==> config.mk <==
export PLATFORM = sky130hd
export DESIGN_NAME = parallel_serial_tx
export DESIGN_NICKNAME = d
export VERILOG_FILES = /design/src/rtl/serial_link_pkg.sv /design/src/rtl/serial_tx_hold_reg.sv /design/src/rtl/parallel_serial_tx.sv
export SDC_FILE = /design/constraint.sdc
export NUM_CORES = 1
export LEC_CHECK = 0
export CAP_MARGIN = 40
export CORE_ASPECT_RATIO = 1.1
export CORE_MARGIN = 1
export CORE_UTILIZATION = 50
export CTS_CLUSTER_SIZE = 14
export DETAILED_ROUTE_END_ITERATION = 16
export PLACE_DENSITY = 0.75
export SETUP_SLACK_MARGIN = 0.2
export SLEW_MARGIN = 25
export SYNTH_ARGS = -nofsm -noshare
export SYNTH_HDL_FRONTEND = slang
export SYNTH_HIERARCHICAL = 1
export SYNTH_SLANG_ARGS = --single-unit
==> constraint.sdc <==
create_clock -name CLK -period 1.9 [get_ports CLK]
set_clock_uncertainty 0.15 [all_clocks]
set_input_delay 0.475 -clock CLK [delete_from_list [all_inputs] [get_ports CLK]]
set_output_delay 0.475 -clock CLK [all_outputs]
set_load 0.01 [all_outputs]
==> src/rtl/serial_link_pkg.sv <==
// Shared definitions for both ends of the comma-aligned serial link.
// Holds the byte width, the default COMMA byte and the link state encoding.
package serial_link_pkg;

  localparam int BYTE_W = 8;
  localparam int BIT_CNT_W = $clog2(BYTE_W);
  localparam int SYNC_CNT_W = 4;

  localparam logic [BYTE_W-1:0] COMMA_DEFAULT = 8'hBC;

  typedef enum logic {
    SYNC = 1'b0,
    RUN  = 1'b1
  } link_state_e;

endpackage

==> src/rtl/serial_tx_hold_reg.sv <==
// One-deep valid/ready holding register between the byte producer and the
// serializer; READY is high exactly when the slot is empty.
module serial_tx_hold_reg
  import serial_link_pkg::*;
(
  input  logic              CLK,
  input  logic              RESET,
  input  logic [BYTE_W-1:0] data_i,
  input  logic              valid_i,
  output logic              ready_o,
  input  logic              drain_i,
  output logic [BYTE_W-1:0] data_o,
  output logic              valid_o
);

  logic              hold_valid_q;
  logic [BYTE_W-1:0] hold_q;
  logic              accept;

  assign accept = valid_i && !hold_valid_q;

  // NOTE: sequential state is written with <= only, so every register sees pre-edge values.
  always_ff @(posedge CLK) begin
    if (RESET) begin
      hold_valid_q <= 1'b0;
    end else if (drain_i) begin
      hold_valid_q <= 1'b0;
    end else if (accept) begin
      hold_valid_q <= 1'b1;
    end
  end

  // NOTE: the payload is never reset; hold_valid_q alone qualifies it.
  always_ff @(posedge CLK) begin
    if (accept) begin
      hold_q <= data_i;
    end
  end

  assign ready_o = ~hold_valid_q;
  assign data_o  = hold_q;
  assign valid_o = hold_valid_q;

endmodule

==> src/rtl/parallel_serial_tx.sv <==
// Byte-to-bit serializer: COMMA burst after reset, then user bytes MSB-first
// with COMMA idle fill. Define PARALLEL_SERIAL_TX_RESYNC_EN to add the RESYNC input.
module parallel_serial_tx
  import serial_link_pkg::*;
#(
  parameter logic [BYTE_W-1:0] COMMA      = COMMA_DEFAULT,
  parameter int                SYNC_COUNT = 4
) (
  input  logic              CLK,
  input  logic              RESET,
  input  logic [BYTE_W-1:0] DATA_IN,
  input  logic              VALID_IN,
`ifdef PARALLEL_SERIAL_TX_RESYNC_EN
  input  logic              RESYNC,
`endif
  output logic              READY_OUT,
  output logic              DATA_OUT,
  output logic              TX_DATA_ACTIVE,
  output logic              SYNC_DONE
);

  localparam logic [SYNC_CNT_W-1:0] LAST_SYNC = SYNC_CNT_W'(SYNC_COUNT - 1);
  localparam logic [BIT_CNT_W-1:0]  LAST_BIT  = BIT_CNT_W'(BYTE_W - 1);

  link_state_e          state_q;
  logic [BYTE_W-1:0]    shreg_q;
  logic [BIT_CNT_W-1:0] bit_cnt_q;
  logic [SYNC_CNT_W-1:0] sync_cnt_q;
  logic                 cur_is_data_q;

  logic [BYTE_W-1:0]    hold_data;
  logic                 hold_valid;
  logic                 hold_ready;

  logic                 boundary;
  logic                 burst_end;
  logic                 resync_now;
  logic                 drain_d;
  logic [BYTE_W-1:0]    next_byte_d;

  serial_tx_hold_reg u_hold (
    .CLK     (CLK),
    .RESET   (RESET),
    .data_i  (DATA_IN),
    .valid_i (VALID_IN),
    .ready_o (hold_ready),
    .drain_i (drain_d),
    .data_o  (hold_data),
    .valid_o (hold_valid)
  );

`ifdef PARALLEL_SERIAL_TX_RESYNC_EN
  logic resync_pend_q;

  // A pulse on a boundary cycle is kept pending and acts at the following boundary.
  always_ff @(posedge CLK) begin
    if (RESET) begin
      resync_pend_q <= 1'b0;
    end else if (RESYNC) begin
      resync_pend_q <= 1'b1;
    end else if (boundary) begin
      resync_pend_q <= 1'b0;
    end
  end

  assign resync_now = resync_pend_q;
`else
  assign resync_now = 1'b0;
`endif

  assign boundary  = (bit_cnt_q == LAST_BIT);
  // The boundary closing the burst already takes user data, so exactly SYNC_COUNT commas go out.
  assign burst_end = (state_q == SYNC) && (sync_cnt_q == LAST_SYNC);

  // NOTE: every always_comb output gets a default first so no latch is inferred.
  always_comb begin
    drain_d     = 1'b0;
    next_byte_d = COMMA;
    if (boundary && !resync_now && hold_valid && ((state_q == RUN) || burst_end)) begin
      drain_d     = 1'b1;
      next_byte_d = hold_data;
    end
  end

  always_ff @(posedge CLK) begin
    if (RESET) begin
      state_q       <= SYNC;
      shreg_q       <= COMMA;
      bit_cnt_q     <= '0;
      sync_cnt_q    <= '0;
      cur_is_data_q <= 1'b0;
    end else if (boundary) begin
      shreg_q       <= next_byte_d;
      bit_cnt_q     <= '0;
      cur_is_data_q <= drain_d;
      if (resync_now) begin
        state_q    <= SYNC;
        sync_cnt_q <= '0;
      end else if (state_q == SYNC) begin
        sync_cnt_q <= sync_cnt_q + 1'b1;
        if (burst_end) begin
          state_q <= RUN;
        end
      end
    end else begin
      shreg_q   <= {shreg_q[BYTE_W-2:0], 1'b0};
      bit_cnt_q <= bit_cnt_q + 1'b1;
    end
  end

  assign DATA_OUT       = shreg_q[BYTE_W-1];
  assign READY_OUT      = hold_ready;
  assign TX_DATA_ACTIVE = cur_is_data_q;
  assign SYNC_DONE      = (state_q == RUN);

endmodule

==> flow_summary_export.csv <==
group,metric,value,unit
power_and_ir_drop,p_per_area,862,nW/um2
detailed_routing,viasPerCell,5.20,
detailed_routing,drt_wl_total,1450,um
worst_setup_path,cp.arrival,1.02,ns
worst_setup_path,slowest_delay,0.42,ns
sta,setup_viol,0,
sta,fin_crit_sh,86.5,%
detailed_routing,antenna_left,0,
cells_and_area,fillCellCount,153,
power_and_ir_drop,p_seq_share,57.9,%
synthesis,synth_area_leader_cell,"dfxtp_1",
power_and_ir_drop,power_switching,0.193,mW
worst_setup_path,r2r_slack,0.29,ns
worst_setup_path,crit_chain,"dlygate4sd2_1",
cells_and_area,seqCellArea,606,um2
cells_and_area,drive_gt1_share,15.8,%
floorplan,initial_core_util,53.4,%
clock_network,numClockSinks,26,
clock_network,cts-root-buf,"clkbuf_4",
global_route,grt-ovfl-total,0,
detailed_routing,vias,619,
global_route,grt_usage,15.1,%
synthesis,synth-edff-count,8,
synthesis,synth_cell_types,26,
global_route,grt_max_degree,18,
power_and_ir_drop,p_leak,0.477,nW
worst_setup_path,worst-r2r-cell-count,5,
sta,fin_ws,0.257,ns
job,cap_violations,0,
detailed_routing,wl_met2,701,um
synthesis,syn-num-nets,97,
synthesis,ys_warn_count,6,
floorplan,ioPinCount,15,
worst_setup_path,cp_slowest_cell,"dfxtp_4",
global_route,grt_pass1_wl,2270,um
power_and_ir_drop,power_frac_clock,35.7,%
floorplan,chipHeight,48.0,um
sta,hold_viol_final,0,
power_and_ir_drop,p_comb_share,6.4,%
min_path,hold-path-cell-count,1,
detailed_routing,top_layer_used,"met4",
detailed_routing,drt_iter0_markers,8,
cells_and_area,mostFrequentLayoutCell,"dfxtp_1",
floorplan,dieArea,2100,um2
cells_and_area,areaGrowthSynthToFinish,25.6,%
worst_setup_path,r2r-start,"bit_cnt_q[0]",
place,pre_cts_slack,0.194,ns
synthesis,syn_avg_cell_area,11.6,um2
place,hpwlAfterDp,1050,um
detailed_routing,wl_per_cell,12.2,um
worst_setup_path,critPathTopFamily,"flip-flops",
cells_and_area,num_antenna_cells,0,
cells_and_area,fin_cells,119,
clock_network,cts_tree,"yes",
worst_setup_path,start_kind,"register",
synthesis,synth-main-ff-cell,"dfxtp_1",
min_path,hold_path.class,"register to register",
global_route,antenna_found_initial,0,
floorplan,die_w,43.8,um
synthesis,syn_inst,83,
cells_and_area,layout.nets,116,
clock_network,cts_buffer_depth,2,
cells_and_area,final_cell_mix,"dfxtp_1, nor2_1, clkdlybuf4s50_1",
global_route,grt_pass1_vias,552,
synthesis,seq_area_frac_synth,62.4,%
sta,period_needed,1.64,ns
sta,rsz0062_at_grt,"false",
power_and_ir_drop,ir_drop,0.000732,V
synthesis,synthTopCellsByArea,"dfxtp_1, edfxtp_1, nor2_1",
synthesis,synth_top_area_share,37.5,%
worst_setup_path,critical_path.startpoint,"SYNC_DONE",
detailed_routing,drt_first_pass_iters,4,
sta,max-slew-margin-rel,77.3,%
worst_setup_path,crit_type,"register to output port",
worst_setup_path,cp.required,1.27,ns
worst_setup_path,path_depth,1,
floorplan,core,1800,um2
worst_setup_path,crit_fanout,8,
min_path,worstHoldStart,"bit_cnt_q[0]",
detailed_routing,drt-met1-wl,680,um
cells_and_area,multi_input_area,343,um2
detailed_routing,drc,0,
clock_network,insertion_delay,0.32,ns
clock_network,cts_setup_buffers,0,
detailed_routing,wl_met3,37,um
sta,finalSetupTns,0,ns
synthesis,ys_seq_elements,26,
sta,fmax,0.608,GHz
clock_network,htreeDepth,1,
sta,slew_violations,0,
synthesis,netlist_area,962,um2
place,placedCellCount,115,
clock_network,cts_made_buffers,3,
synthesis,async_reset_ff_share,0,%
worst_setup_path,end_kind,"output port",
power_and_ir_drop,intPower,0.849,mW
place,portBuffers,14,
sta,tightest_slew,0.339,ns
worst_setup_path,path_buf_inv,1,
outcome,status,"finished, final reports clean",
place,place_congestion,0.697,
power_and_ir_drop,swShare,18.5,%
clock_network,cts.reportedPaths.clkPinSlew,0.13,ns
floorplan,rows,16,
==> power by group through the flow <==
stage	logic (mW)	registers, mW	clock network (mW)
3_5_place_dp	0.0684	0.617	0
2_1_floorplan	0.0278	0.616	0
6_report	0.0665	0.603	0.372
5_1_grt	0.0745	0.605	0.401
4_1_cts	0.0670	0.603	0.379
3_3_place_gp	0.0667	0.616	0
==> per-stage QoR <==
step                total power [mW]  hold slack (ns)  cell area, um2  util, %
finish                          1.04            0.286            1210     67.1
global route                    1.08            0.309            1210     67.1
CTS                             1.05            0.295            1200     66.7
detailed placement             0.685            0.276            1150     63.7
global placement               0.683            0.263            1150     63.7
floorplan                      0.643            0.254             962        -
==> cell usage after synthesis (2+ instances only) <==
cell / count
inv_1: 2
nand2b_1: 3
ha_1: 3
o211ai_1: 2
edfxtp_1: 8
nor2b_1: 2
clkbuf_1: 3
a31oi_1: 5
a21oi_1: 4
dfxtp_1: 18
nor2_1: 11
nor3_1: 6
nor3b_1: 3
==> state kept, by name, indices dropped and copies added (netlist names) <==
signal and flops:
TX_DATA_ACTIVE 1, shreg_q 8, u_hold/valid_o 1, bit_cnt_q 3
SYNC_DONE 1, sync_cnt_q 4, u_hold/data_o 8
==> what timing repair did <==
item                                    4_1_cts  5_1_grt
hold buffers                                  0        0
hold endpoints to repair                      0        0
gates resized for setup                       8        2
endpoints found under the setup margin        6        3
==> cells by family (layout without fill, tap and decap cells) <==
logic type | after synthesis | after routing | share of synthesized area, %
xor+xnor | 2 | 2 | 1.82
fa+ha+maj | 3 | 3 | 3.90
simple gates | 32 | 32 | 19.5
flops | 26 | 26 | 62.4
buf+inv | 6 | 24 | 2.73
compound gates | 12 | 12 | 7.41
mux | 2 | 2 | 2.21
==> layer usage <==
layer	vias to the layer above	track usage, %
li1	327	-
met1	276	18.8
met2	11	26.0
met3	5	2.26
met4	0	7.50
met5	-	0
==> final timing paths <==
check	endpoint
setup reg to reg	sync_cnt_q[3]
hold / removal	bit_cnt_q[0]
hold reg to reg	bit_cnt_q[0]
setup / recovery	SYNC_DONE
==> final cells by class <==
class	instances	area share, %
clock buffer	3	1.86
clock inverter	1	2.48
inverter	2	0.621
multi-input combinational	51	28.4
sequential	26	50.1
tap	18	1.86
timing repair buffer	18	14.7
(Power assumes the default switching activity.)
